`src/rtl/pwm_pkg.sv`:
```
`default_nettype none
// +------------------------------------------------------------------+
// | Package : pwm_pkg                                                 |
// | Purpose : Shared types and constants for the PWM capture slice.  |
// |           cap_state_t enumerates the capture FSM states;          |
// |           PWM8_PERIOD is the period of the 8-bit PWM generator.   |
// | Revision: 1.0 - initial release                                   |
// +------------------------------------------------------------------+
package pwm_pkg;

  typedef enum logic [1:0] {
    IDLE  = 2'd0,
    HIGH  = 2'd1,
    LOW   = 2'd2,
    STUCK = 2'd3
  } cap_state_t;

  localparam int PWM8_PERIOD = 256;

endpackage
`default_nettype wire

```
`src/rtl/pwm8_capture_if.sv`:
```
`default_nettype none
// +------------------------------------------------------------------+
// | Interface: pwm8_capture_if                                        |
// | Purpose  : Bundles the PWM input and the measurement results.     |
// |   PWM_sig     - PWM waveform (asynchronous to clk)                |
// |   duty_meas   - high cycles of the last completed period          |
// |   period_meas - rise-to-rise cycles of the last completed period  |
// |   meas_vld    - one-cycle strobe on result update                 |
// |   stuck_lo    - input held low past the timeout                   |
// |   stuck_hi    - input held high past the timeout                  |
// | Modports : master = capture block, slave = PWM source / consumer  |
// | Revision : 1.0 - initial release                                  |
// +------------------------------------------------------------------+
interface pwm8_capture_if #(
  parameter int CNT_W = 9
);
  logic             PWM_sig;
  logic [CNT_W-1:0] duty_meas;
  logic [CNT_W-1:0] period_meas;
  logic             meas_vld;
  logic             stuck_lo;
  logic             stuck_hi;

  modport master (
    input  PWM_sig,
    output duty_meas, period_meas, meas_vld, stuck_lo, stuck_hi
  );

  modport slave (
    output PWM_sig,
    input  duty_meas, period_meas, meas_vld, stuck_lo, stuck_hi
  );
endinterface
`default_nettype wire

```
`src/rtl/pwm8_capture_sync.sv`:
```
`default_nettype none
// +------------------------------------------------------------------+
// | Module  : sync_edge_det                                           |
// | Purpose : Two-flop synchroniser plus one delay flop; produces the |
// |           synchronised level and single-cycle rise/fall strobes.  |
// | Ports   : clk, rst  - clock, synchronous active-high reset        |
// |           d_i       - asynchronous input                          |
// |           level_o   - synchronised level (s2)                     |
// |           rise_o    - s2 & ~s3                                    |
// |           fall_o    - ~s2 & s3                                    |
// | Revision: 1.0 - initial release                                   |
// +------------------------------------------------------------------+
module sync_edge_det (
  input  wire  clk,
  input  wire  rst,
  input  logic d_i,
  output logic level_o,
  output logic rise_o,
  output logic fall_o
);

  logic s1_q;
  logic s2_q;
  logic s3_q;

  always_ff @(posedge clk) begin
    if (rst) begin
      s1_q <= 1'b0;
      s2_q <= 1'b0;
      s3_q <= 1'b0;
    end else begin
      s1_q <= d_i;
      s2_q <= s1_q;
      s3_q <= s2_q;
    end
  end

  assign level_o = s2_q;
  assign rise_o  = s2_q & ~s3_q;
  assign fall_o  = ~s2_q & s3_q;

endmodule
`default_nettype wire

```
`src/rtl/pwm8_capture.sv`:
```
`default_nettype none
// +------------------------------------------------------------------+
// | Module  : pwm8_capture                                            |
// | Purpose : Measures high time and period of a PWM input in clk     |
// |           cycles, strobing meas_vld once per completed period,    |
// |           and flags a stuck-low/high input after TIMEOUT          |
// |           edge-free cycles.                                       |
// | Ports   : clk  - system clock                                     |
// |           rst  - synchronous active-high reset                    |
// |           cap  - pwm8_capture_if.master (PWM_sig in, results out) |
// | Revision: 1.0 - initial release                                   |
// +------------------------------------------------------------------+
module pwm8_capture
  import pwm_pkg::*;
#(
  parameter int CNT_W   = 9,
  parameter int TIMEOUT = 511
) (
  input wire              clk,
  input wire              rst,
  pwm8_capture_if.master  cap
);

  localparam logic [CNT_W-1:0] CNT_MAX = '1;
  localparam logic [CNT_W-1:0] CNT_ONE = CNT_W'(1);
  localparam logic [CNT_W-1:0] TO_LAST = CNT_W'(TIMEOUT - 1);

  logic level;
  logic rise;
  logic fall;

  sync_edge_det u_sync (
    .clk     (clk),
    .rst     (rst),
    .d_i     (cap.PWM_sig),
    .level_o (level),
    .rise_o  (rise),
    .fall_o  (fall)
  );

  cap_state_t       state_q;
  logic [CNT_W-1:0] hi_cnt_q;
  logic [CNT_W-1:0] per_cnt_q;
  logic [CNT_W-1:0] to_cnt_q;
  logic [CNT_W-1:0] duty_q;
  logic [CNT_W-1:0] period_q;
  logic             vld_q;
  logic             stuck_lo_q;
  logic             stuck_hi_q;

  // Saturating increments: counters stick at all-ones instead of wrapping.
  logic [CNT_W-1:0] hi_inc;
  logic [CNT_W-1:0] per_inc;
  logic [CNT_W-1:0] to_inc;
  logic             timeout;

  always_comb begin
    hi_inc  = (hi_cnt_q  == CNT_MAX) ? hi_cnt_q  : hi_cnt_q  + CNT_ONE;
    per_inc = (per_cnt_q == CNT_MAX) ? per_cnt_q : per_cnt_q + CNT_ONE;
    to_inc  = (to_cnt_q  == CNT_MAX) ? to_cnt_q  : to_cnt_q  + CNT_ONE;
    // An edge in the same cycle suppresses the timeout.
    timeout = (state_q != STUCK) && !rise && !fall && (to_cnt_q == TO_LAST);
  end

  always_ff @(posedge clk) begin
    if (rst) begin
      state_q    <= IDLE;
      hi_cnt_q   <= '0;
      per_cnt_q  <= '0;
      to_cnt_q   <= '0;
      duty_q     <= '0;
      period_q   <= '0;
      vld_q      <= 1'b0;
      stuck_lo_q <= 1'b0;
      stuck_hi_q <= 1'b0;
    end else begin
      vld_q    <= 1'b0;
      to_cnt_q <= (rise || fall) ? '0 : to_inc;

      if (timeout) begin
        vld_q   <= 1'b1;
        state_q <= STUCK;
        if (level) begin
          stuck_hi_q <= 1'b1;
          duty_q     <= CNT_MAX;
          period_q   <= CNT_MAX;
        end else begin
          stuck_lo_q <= 1'b1;
          duty_q     <= '0;
          period_q   <= '0;
        end
      end else begin
        case (state_q)
          IDLE: begin
            if (rise) begin
              hi_cnt_q  <= CNT_ONE;
              per_cnt_q <= CNT_ONE;
              state_q   <= HIGH;
            end
          end
          HIGH: begin
            // The fall cycle itself is a low cycle: it counts toward the
            // period but not the high time.
            per_cnt_q <= per_inc;
            if (fall) begin
              state_q <= LOW;
            end else begin
              hi_cnt_q <= hi_inc;
            end
          end
          LOW: begin
            if (rise) begin
              duty_q    <= hi_cnt_q;
              period_q  <= per_cnt_q;
              vld_q     <= 1'b1;
              hi_cnt_q  <= CNT_ONE;
              per_cnt_q <= CNT_ONE;
              state_q   <= HIGH;
            end else begin
              per_cnt_q <= per_inc;
            end
          end
          STUCK: begin
            if (rise) begin
              stuck_lo_q <= 1'b0;
              stuck_hi_q <= 1'b0;
              hi_cnt_q   <= CNT_ONE;
              per_cnt_q  <= CNT_ONE;
              state_q    <= HIGH;
            end else if (fall) begin
              stuck_lo_q <= 1'b0;
              stuck_hi_q <= 1'b0;
              state_q    <= IDLE;
            end
          end
          default: state_q <= IDLE;
        endcase
      end
    end
  end

  assign cap.duty_meas   = duty_q;
  assign cap.period_meas = period_q;
  assign cap.meas_vld    = vld_q;
  assign cap.stuck_lo    = stuck_lo_q;
  assign cap.stuck_hi    = stuck_hi_q;

endmodule
`default_nettype wire
```
`src/flat_wrapper.sv`:
```
// flat-port wrapper written by rule: the top's interface ports become plain ports
module pwm8_capture_flat import pwm_pkg::*;
#(
  parameter int CNT_W   = 9,
  parameter int TIMEOUT = 511
)
  (clk, rst, cap_PWM_sig, cap_duty_meas, cap_period_meas, cap_meas_vld, cap_stuck_lo, cap_stuck_hi);
  pwm8_capture_if #(.CNT_W(CNT_W)) cap_i ();
  input wire clk;
  input wire rst;
  input wire logic [$bits(cap_i.PWM_sig)-1:0] cap_PWM_sig;
  output wire logic [$bits(cap_i.duty_meas)-1:0] cap_duty_meas;
  output wire logic [$bits(cap_i.period_meas)-1:0] cap_period_meas;
  output wire logic [$bits(cap_i.meas_vld)-1:0] cap_meas_vld;
  output wire logic [$bits(cap_i.stuck_lo)-1:0] cap_stuck_lo;
  output wire logic [$bits(cap_i.stuck_hi)-1:0] cap_stuck_hi;
  assign cap_i.PWM_sig = cap_PWM_sig;
  assign cap_duty_meas = cap_i.duty_meas;
  assign cap_period_meas = cap_i.period_meas;
  assign cap_meas_vld = cap_i.meas_vld;
  assign cap_stuck_lo = cap_i.stuck_lo;
  assign cap_stuck_hi = cap_i.stuck_hi;
  pwm8_capture #(.CNT_W(CNT_W), .TIMEOUT(TIMEOUT)) u_core (.clk(clk), .rst(rst), .cap(cap_i));
endmodule
```
`config.mk`:
```
export PLATFORM = sky130hd
export DESIGN_NAME = pwm8_capture_flat
export DESIGN_NICKNAME = d
export VERILOG_FILES = /design/src/rtl/pwm_pkg.sv /design/src/rtl/pwm8_capture_if.sv /design/src/rtl/pwm8_capture_sync.sv /design/src/rtl/pwm8_capture.sv /design/src/flat_wrapper.sv
export SDC_FILE = /design/constraint.sdc
export NUM_CORES = 1
export LEC_CHECK = 0
export BUFFER_PORTS_ARGS = -buffer_cell sky130_fd_sc_hd__clkbuf_2
export CAP_MARGIN = 20
export CORE_MARGIN = 2
export CORE_UTILIZATION = 45
export CTS_CLUSTER_SIZE = 14
export DETAILED_ROUTE_END_ITERATION = 8
export MAX_ROUTING_LAYER = met4
export RECOVER_POWER = 100
export SLEW_MARGIN = 20
export SYNTH_ARGS = -nofsm -noshare
export SYNTH_HDL_FRONTEND = slang
export SYNTH_HIERARCHICAL = 1
export SYNTH_SLANG_ARGS = --single-unit
```
`constraint.sdc`:
```
create_clock -name clk -period 2.7 [get_ports clk]
set_clock_uncertainty 0.2 [all_clocks]
set_input_delay 0.405 -clock clk [delete_from_list [all_inputs] [get_ports clk]]
set_output_delay 0.405 -clock clk [all_outputs]
set_load 0.05 [all_outputs]
```
==> results of run 1 <==
[flip-flops by register name (all words and copies together), names as in the netlist]
name,count
u_core/cap.duty_meas,9
u_core/cap.meas_vld,1
u_core/cap.period_meas,9
u_core/cap.stuck_hi,1
u_core/cap.stuck_lo,1
u_core/hi_cnt_q,9
u_core/per_cnt_q,9
u_core/state_q,2
u_core/to_cnt_q,9
u_core/u_sync/level_o,1
u_core/u_sync/s1_q,1
u_core/u_sync/s3_q,1
[cells by family (layout without fill, tap and decap cells)]
family | Yosys count | count (layout) | synth area share
adders and majority gates | 11 | 11 | 0.0540
and+or+nand+nor | 131 | 131 | 0.277
buffers and inverters | 25 | 45 | 0.0437
xor gates and xnor gates | 5 | 5 | 0.0172
AOI/OAI and AO/OA | 72 | 72 | 0.180
DFF | 53 | 53 | 0.416
muxes | 3 | 3 | 0.0118
[power by group through the flow]
stage               Sequential [W]  Combinational (W)  Clock (W)
floorplan                 0.000871           0.000371          0
global placement          0.000879           0.000469          0
detailed placement        0.000881           0.000471          0
CTS                       0.000862           0.000476   0.000643
global route              0.000870           0.000539   0.000675
finish                    0.000862           0.000474   0.000629
[final timing paths]
| kind | to |
|---|---|
| max reg2reg | u_core/hi_cnt_q[6] |
| min | u_core/u_sync/s1_q |
| max | u_core/hi_cnt_q[6] |
| min reg2reg | u_core/u_sync/level_o |
[critical path: cells and delay by family, from the launching register on]
kind	cells	cell delay, ns
AND/OR/NAND/NOR	4	1.12
AO/OA/AOI/OAI	1	0.15
buffers and inverters	1	0.48
flip-flops	1	0.39
[cell usage in the layout, fill, tap and decap left out, types with 2 or more instances in the layout]
cell and n:
nand2b_1 2, nand2_1 16, nand4_1 8, xor2_1 4, o31ai_1 13, mux2i_1 3
inv_1 4, nand3_1 44, buf_4 5, and3_1 3, nor2b_1 8, clkbuf_1 25
dfxtp_1 53, o21ai_0 9, or3_1 4, or4_1 9, clkbuf_8 5, o211a_1 4
a31oi_1 19, nor3_1 4, bufinv_16 2, and4_1 4, nor2_1 20, a21oi_1 20
clkbuf_2 2, nor4_1 2, ha_1 11
[final cells by class]
class                           count  area, µm²
Clock buffer                        5       68.8
Inverter                            5       18.8
Timing Repair Buffer               32        141
Multi-Input combinational cell    222       1380
Sequential cell                    53       1060
Tap cell                           72       90.1
Fill cell                         549       2650
Clock inverter                      3       65.1
[metrics by stage]
stage | utilization | setup slack (ns) | total power (W)
floorplan | - | 0.560 | 0.00124
global placement | 0.499 | 0.407 | 0.00135
detailed placement | 0.499 | 0.338 | 0.00135
CTS | 0.524 | 0.315 | 0.00198
global route | 0.516 | 0.0729 | 0.00208
finish | 0.516 | 0.287 | 0.00196
[layer usage]
layer	vias up	global-route usage	wire, µm
li1	1161	-	-
met1	1057	0.263	2890
met2	41	0.304	2490
met3	5	0.0318	260
met4	0	0.0466	48
met5	-	-	0
==> impl_metrics.env, run 1 <==
export IMPL_status="completed"
export IMPL_yosysMostFrequentCell="dfxtp_1"
export IMPL_cp_max_fo=29
export IMPL_cp_startpoint="u_core/u_sync/level_o"
export IMPL_synth_edf_count=0
export IMPL_crit_path_end_kind="flop"
export IMPL_syn_inst=300
export IMPL_cp_slowest_cell="clkbuf_2"
export IMPL_place_hpwl_um=3870
export IMPL_fin_area_um2=2820
export IMPL_power_switching_share=0.306
export IMPL_numCtsBuffers=5
export IMPL_p_comb_frac=0.241
export IMPL_syn_to_final_growth_pct=10.7
export IMPL_min_period_over_period=0.894
export IMPL_cts_hold_buf=0
export IMPL_tns_ns=0
export IMPL_place_congestion=0.844
export IMPL_wirelength_um=5680
export IMPL_drt_initial_drc_count=146
export IMPL_num_vias=2264
export IMPL_synth_common_cells="dfxtp_1, nand3_1, a21oi_1, nor2_1, a31oi_1"
export IMPL_vdd_drop_max_mv=0.361
export IMPL_clock_root_buffer="clkbuf_8"
export IMPL_finalHoldViolations=0
export IMPL_synth_cell_types=42
export IMPL_core_area_um2=5470
export IMPL_wl_per_cell_um=14.5
export IMPL_path_clk_slew_ns=0.09
export IMPL_first_pass_iters=4
export IMPL_synth_yosys_seq_area_share=0.416
export IMPL_portBuffers=23
export IMPL_initial_utilization=0.466
export IMPL_setup_viol=0
export IMPL_drv_cap=0
export IMPL_power_frac_clock=0.320
export IMPL_die_w_um=79.3
export IMPL_cp_arrival_ns=2.45
export IMPL_hold_start="cap_PWM_sig"
export IMPL_netlist_area_um2=2550
export IMPL_clock_path_buffers=2
export IMPL_max_freq_mhz=414
export IMPL_synth_top_area_cell="dfxtp_1"
export IMPL_r2r_cells=6
export IMPL_yosysWarnings=6
export IMPL_grtUsageTotal=0.194
export IMPL_layout_cells_non_filler=392
export IMPL_p_sw_w=0.000600
export IMPL_die_y_um=79.3
export IMPL_synth_top_area_frac=0.416
export IMPL_ys_flop_type="dfxtp_1"
export IMPL_crit_chain="nor2b_1, clkbuf_2, nor2_1, nand3b_1, or4_1, a21oi_1"
export IMPL_synth_seq_cells=53
export IMPL_holdWs_ns=0.109
export IMPL_die_area_um2=6280
export IMPL_cts_sinks=53
export IMPL_synth_area_leaders="dfxtp_1, nand3_1, ha_1, a31oi_1, a21oi_1"
export IMPL_grt_overflow_total=0
export IMPL_min_path_type="input port to flop"
export IMPL_layout_drive_gt1_share=0.0563
export IMPL_post_drt_via_cell_ratio=5.78
export IMPL_p_int_w=0.00136
export IMPL_cts_tree="yes"
export IMPL_max_stage_delay_ns=0.48
export IMPL_finalNetCount=333
export IMPL_first_global_vias=2044
export IMPL_p_seq_frac=0.439
export IMPL_postRouteAntennaNets=0
export IMPL_num_io_pins=24
export IMPL_htree_num_levels=2
export IMPL_whs_path_depth=2
export IMPL_cp_required_ns=2.74
export IMPL_grt_max_degree=33
export IMPL_avgSynthCellArea_um2=8.50
export IMPL_startpoint_type="flop"
export IMPL_clk_latency_ns=0.31
export IMPL_leakage_nw=0.995
export IMPL_rows=27
export IMPL_grt_first_pass_wirelength_um=9600
export IMPL_async_flop_share=0
export IMPL_drc=0
export IMPL_crit_type="flop to flop"
export IMPL_slew_violations=0
export IMPL_r2r_setup_slack_ns=0.29
export IMPL_worstReg2RegStart="u_core/u_sync/level_o"
export IMPL_worstMarginPinSlew_ns=0.883
export IMPL_relSlewSlack=0.411
export IMPL_period_minus_slack_ns=2.41
export IMPL_syn_num_nets=314
export IMPL_place_inst=384
export IMPL_postPlaceCellArea_um2=2730
export IMPL_antennaDiodeCount=0
export IMPL_ctsResizeCount=0
export IMPL_postCtsSetupBuffers=0
export IMPL_antenna_found_initial=0
export IMPL_power_density_nw_per_um2=696
export IMPL_rsz0062_at_grt="no"
No activity file was read; power rests on OpenSTA's default activity.
==> run 2: changes to the inputs <==
==> constraint.sdc (replaced) <==
create_clock -name clk -period 2.5 [get_ports clk]
set_clock_uncertainty 0.2 [all_clocks]
set_input_delay 0.375 -clock clk [delete_from_list [all_inputs] [get_ports clk]]
set_output_delay 0.375 -clock clk [all_outputs]
set_load 0.05 [all_outputs]
==> impl_metrics.env, run 2 (synthesis gave the netlist of run 1 again) <==
export IMPL_status="completed"
export IMPL_layout_cells_non_filler=394
export IMPL_cp_arrival_ns=2.25
export IMPL_cp_slowest_cell="or4_1"
export IMPL_num_vias=2319
export IMPL_antenna_found_initial=0
export IMPL_grt_overflow_total=0
export IMPL_postPlaceCellArea_um2=2760
export IMPL_leakage_nw=1.00
export IMPL_period_minus_slack_ns=2.22
export IMPL_die_y_um=79.3
export IMPL_num_io_pins=24
export IMPL_place_congestion=0.842
export IMPL_die_w_um=79.3
export IMPL_worstReg2RegStart="u_core/hi_cnt_q[4]"
export IMPL_initial_utilization=0.466
export IMPL_r2r_setup_slack_ns=0.28
export IMPL_final_cell_mix="dfxtp_1, nand3_1, clkbuf_1"
export IMPL_cp_startpoint="u_core/hi_cnt_q[4]"
export IMPL_crit_path_end_kind="flop"
export IMPL_power_frac_clock=0.289
export IMPL_drv_cap=0
export IMPL_startpoint_type="flop"
export IMPL_die_area_um2=6280
export IMPL_cts_hold_buf=0
export IMPL_p_total_w=0.00205
export IMPL_cp_required_ns=2.53
export IMPL_antennaDiodeCount=0
export IMPL_p_seq_frac=0.454
export IMPL_hold_start="cap_PWM_sig"
export IMPL_wl_per_cell_um=14.4
export IMPL_worstMarginPinSlew_ns=1.14
export IMPL_layout_commonest_cell="dfxtp_1"
export IMPL_fillerInstances=573
export IMPL_drt_initial_drc_count=140
export IMPL_cts_tree="yes"
export IMPL_rows=27
export IMPL_max_stage_delay_ns=0.44
export IMPL_grt_max_degree=33
export IMPL_grt_first_pass_wirelength_um=9850
export IMPL_crit_chain="and3_1, nand3_1, nor2_1, ha_1, o21ai_0, nand3b_1, or4_1, a21oi_1"
export IMPL_postCtsSetupBuffers=0
export IMPL_clock_path_buffers=2
export IMPL_fin_area_um2=2840
export IMPL_clock_root_buffer="clkbuf_8"
export IMPL_ctsResizeCount=0
export IMPL_place_inst=386
export IMPL_whs_path_depth=2
export IMPL_p_comb_frac=0.256
export IMPL_tns_ns=0
export IMPL_postRouteAntennaNets=0
export IMPL_relSlewSlack=0.242
export IMPL_htree_num_levels=2
export IMPL_wirelength_um=5660
export IMPL_finalHoldViolations=0
export IMPL_syn_to_final_growth_pct=11.3
export IMPL_core_area_um2=5470
export IMPL_clk_latency_ns=0.30
export IMPL_min_period_over_period=0.887
export IMPL_post_drt_via_cell_ratio=5.89
export IMPL_crit_type="flop to flop"
export IMPL_p_int_w=0.00142
export IMPL_portBuffers=23
export IMPL_finalNetCount=335
export IMPL_power_density_nw_per_um2=722
export IMPL_setup_viol=0
export IMPL_power_switching_share=0.309
export IMPL_min_path_type="input port to flop"
export IMPL_place_hpwl_um=3950
export IMPL_vdd_drop_max_mv=0.366
export IMPL_drc=0
export IMPL_first_pass_iters=4
export IMPL_max_freq_mhz=451
export IMPL_rsz0062_at_grt="no"
export IMPL_numCtsBuffers=5
export IMPL_first_global_vias=2113
export IMPL_r2r_cells=8
export IMPL_layout_drive_gt1_share=0.0652
export IMPL_cts_sinks=53
export IMPL_p_sw_w=0.000632
export IMPL_path_clk_slew_ns=0.09
export IMPL_r2r_end="u_core/hi_cnt_q[6]"
export IMPL_min_to="u_core/u_sync/s1_q"
export IMPL_grtUsageTotal=0.202
export IMPL_slew_violations=0
export IMPL_cp_max_fo=6
## run 2: changes by cell type in the layout (fill, tap and decap cells not counted)
cell,previous run,this run
buf_4,5,7
bufinv_16,2,1
clkinv_2,1,0
buf_12,0,1
nor2b_1,8,7
nor2b_2,0,1
clkbuf_8,5,6
## run 2: final cells by class
class | count | area (µm²) | area share
clock buffers | 7 | 86.3 | 0.0304
clock inverters | 1 | 30.0 | 0.0106
inverters | 5 | 18.8 | 0.00661
multi-input cells | 222 | 1380 | 0.486
flip-flops and latches | 53 | 1060 | 0.374
well taps | 72 | 90.1 | 0.0317
repair buffers | 34 | 173 | 0.0608
## run 2: stage by stage
stage | util | hold WS [ns] | worst slack [ns]
final | 0.519 | 0.0903 | 0.283
after global routing | 0.519 | 0.108 | 0.125
after CTS | 0.525 | 0.0825 | 0.266
after detailed placement | 0.504 | 0.251 | 0.295
after global placement | 0.504 | 0.240 | 0.337
after floorplan | - | 0.214 | 0.360
## run 2: worst max path at each step
stage	endpoint	slack [ns]	cells after the start
2_1_floorplan	u_core/hi_cnt_q[4]	0.36	8
3_3_place_gp	u_core/hi_cnt_q[6]	0.34	8
3_5_place_dp	u_core/hi_cnt_q[6]	0.29	8
4_1_cts	u_core/hi_cnt_q[6]	0.27	8
5_1_grt	u_core/hi_cnt_q[4]	0.13	8
6_report	u_core/hi_cnt_q[6]	0.28	8
## run 2: power groups by stage
stage	sequential [W]	clock (W)	combinational [W]
floorplan	0.000941	0	0.000400
global placement	0.000949	0	0.000524
detailed placement	0.000951	0	0.000530
CTS	0.000930	0.000618	0.000531
global route	0.000940	0.000654	0.000593
finish	0.000931	0.000592	0.000525
## run 2: critical path: cells and delay by family, from the launching register on
kind | cells | cell delay (ns)
and+or+nand+nor | 5 | 1.03
adders and majority gates | 1 | 0.19
AOI/OAI and AO/OA | 2 | 0.39
DFF | 1 | 0.34
## run 2: per-layer routing
layer,vias to the layer above,GRT usage,part of all wire
li1,1171,-,-
met1,1090,0.270,0.50
met2,51,0.310,0.45
met3,7,0.0432,0.044
met4,0,0.0552,0.011
met5,-,-,0
==> run 3: changes to the inputs <==
--- a/config.mk
+++ b/config.mk
@@ -5,9 +5,10 @@
 export SDC_FILE = /design/constraint.sdc
 export NUM_CORES = 1
 export LEC_CHECK = 0
+export ABC_AREA = 1
 export BUFFER_PORTS_ARGS = -buffer_cell sky130_fd_sc_hd__clkbuf_2
 export CAP_MARGIN = 20
-export CORE_MARGIN = 2
+export CORE_MARGIN = 5
 export CORE_UTILIZATION = 45
 export CTS_CLUSTER_SIZE = 14
 export DETAILED_ROUTE_END_ITERATION = 8
==> impl_metrics.env, run 3 <==
export IMPL_synth_common_cells="nand2_1, dfxtp_1, nor2_1"
export IMPL_postPlaceCellArea_um2=2870
export IMPL_avgSynthCellArea_um2=7.17
export IMPL_synth_top_area_frac=0.394
export IMPL_relSlewSlack=0.423
export IMPL_synth_yosys_seq_area_share=0.394
export IMPL_yosysWarnings=6
export IMPL_final_cell_mix="nand2_1, nor2_1, dfxtp_1"
export IMPL_synth_fa_ha_area_frac=0.0512
export IMPL_grt_first_pass_wirelength_um=9760
export IMPL_clk_latency_ns=0.31
export IMPL_first_global_vias=2148
export IMPL_cp_max_fo=19
export IMPL_drc=0
export IMPL_htree_num_levels=2
export IMPL_first_pass_iters=4
export IMPL_layout_commonest_cell="nand2_1"
export IMPL_fillerInstances=607
export IMPL_drt_initial_drc_count=104
export IMPL_num_vias=2325
export IMPL_rows=28
export IMPL_place_congestion=0.831
export IMPL_rsz0062_at_grt="no"
export IMPL_cp_required_ns=2.49
export IMPL_postRouteAntennaNets=0
export IMPL_async_flop_share=0
export IMPL_clock_path_buffers=2
export IMPL_num_io_pins=24
export IMPL_synthXorXnorAreaFrac=0.0130
export IMPL_path_clk_slew_ns=0.10
export IMPL_synth_seq_cells=53
export IMPL_portBuffers=23
export IMPL_ys_flop_type="dfxtp_1"
export IMPL_drv_cap=0
export IMPL_max_stage_delay_ns=0.69
export IMPL_wirelength_um=5800
export IMPL_synth_top_area_cell="dfxtp_1"
export IMPL_synth_top_family_by_area="simple AND/OR/NAND/NOR gates"
export IMPL_setup_viol=0
export IMPL_post_drt_via_cell_ratio=4.89
export IMPL_antennaDiodeCount=0
export IMPL_muxShareOfSynthArea=0
export IMPL_fin_area_um2=2900
export IMPL_period_minus_slack_ns=2.30
export IMPL_antenna_found_initial=0
export IMPL_cp_slowest_cell="nor2_1"
export IMPL_cts_sinks=53
export IMPL_p_total_w=0.00201
export IMPL_vdd_drop_max_mv=0.356
export IMPL_min_period_over_period=0.921
export IMPL_slew_violations=0
export IMPL_crit_path_end_kind="flop"
export IMPL_cp_arrival_ns=2.30
export IMPL_syn_num_nets=389
export IMPL_synth_edf_count=0
export IMPL_startpoint_type="flop"
export IMPL_numCtsBuffers=5
export IMPL_postCtsSetupBuffers=0
export IMPL_leakage_nw=1.09
export IMPL_synth_area_leaders="dfxtp_1, nand2_1, a21oi_1, nor2_1, inv_1"
export IMPL_die_w_um=87.3
export IMPL_place_hpwl_um=4160
export IMPL_tns_ns=0
export IMPL_syn_to_final_growth_pct=7.72
export IMPL_crit_type="flop to flop"
export IMPL_finalHoldViolations=0
export IMPL_synth_cell_types=27
export IMPL_core_area_um2=5850
export IMPL_die_y_um=87.3
export IMPL_netlist_area_um2=2690
export IMPL_max_freq_mhz=435
export IMPL_finalNetCount=413
export IMPL_die_area_um2=7620
export IMPL_grt_overflow_total=0
export IMPL_clock_root_buffer="clkbuf_8"
export IMPL_crit_family="simple AND/OR/NAND/NOR gates"
export IMPL_syn_inst=375
export IMPL_cts_tree="yes"
export IMPL_grtUsageTotal=0.165
export IMPL_layout_drive_gt1_share=0.0725
export IMPL_cts_hold_buf=0
export IMPL_status="completed"
export IMPL_synth_simple_area_share=0.321
export IMPL_yosysMostFrequentCell="nand2_1"
export IMPL_ctsResizeCount=0
export IMPL_initial_utilization=0.460
export IMPL_cp_num_buf_inv=1
export IMPL_crit_chain="ha_1, inv_1, nand3_1, nor2_1, nor2_4, nand2_1, a21oi_2"
export IMPL_grt_max_degree=31
export IMPL_wl_per_cell_um=12.2
export IMPL_synth_compound_area_share=0.147
export IMPL_power_density_nw_per_um2=693
export IMPL_worstMarginPinSlew_ns=0.862
export IMPL_holdWs_ns=0.0448
export IMPL_min_path_type="input port to flop"
run 3: final timing paths:
check                                        start                   endpoint  slack, ns  cells after the start
worst max-delay path             u_core/state_q[0]  u_core/cap.period_meas[1]       0.20                      7
worst min-delay path                   cap_PWM_sig         u_core/u_sync/s1_q       0.04                      3
worst max register to register   u_core/state_q[0]  u_core/cap.period_meas[1]       0.20                      7
worst min register to register  u_core/u_sync/s1_q      u_core/u_sync/level_o       0.20                      2
run 3: layout make-up:
class,count,area [µm²],share of cell area
Timing Repair Buffer,24,95.1,0.0328
Clock buffer,5,68.8,0.0237
Multi-Input combinational cell,273,1380,0.475
Inverter,42,158,0.0544
Clock inverter,3,46.3,0.0160
Sequential cell,53,1060,0.366
Tap cell,75,93.8,0.0324
run 3: power breakdown:
group / switching, W / total [W] / leakage (nW) / internal (W)
Combinational: 0.000332 / 0.000484 / 0.609 / 0.000152
Clock: 0.000293 / 0.000593 / 0.0543 / 0.000300
Sequential: 0.0000451 / 0.000931 / 0.429 / 0.000886
Total: 0.000670 / 0.00201 / 1.09 / 0.00134
run 3: cell families (layout without fill, tap and decap cells):
group | after synthesis | count (layout)
simple gates | 187 | 187
compound gates | 71 | 71
flops | 53 | 53
buf+inv | 49 | 74
fa+ha+maj | 11 | 11
xor+xnor | 4 | 4
run 3: layer usage:
layer / share of wire / track usage
met1: 0.49 / 0.203
met2: 0.46 / 0.268
met3: 0.031 / 0.0293
met4: 0.015 / 0.0628
met5: 0 / -
run 3: per-stage QoR:
| stage | setup WS, ns | util | instances |
|---|---|---|---|
| floorplan | 0.557 | - | 375 |
| detailed placement | 0.360 | 0.490 | 467 |
| global placement | 0.405 | 0.490 | 467 |
| CTS | 0.336 | 0.510 | 475 |
| global route | 0.0446 | 0.495 | 475 |
| finish | 0.199 | 0.495 | 475 |
run 3: worst min-delay path, stage by stage:
cell and delay (ns):
clkbuf_2 0.08, inv_1 0.04, nor2_1 0.03
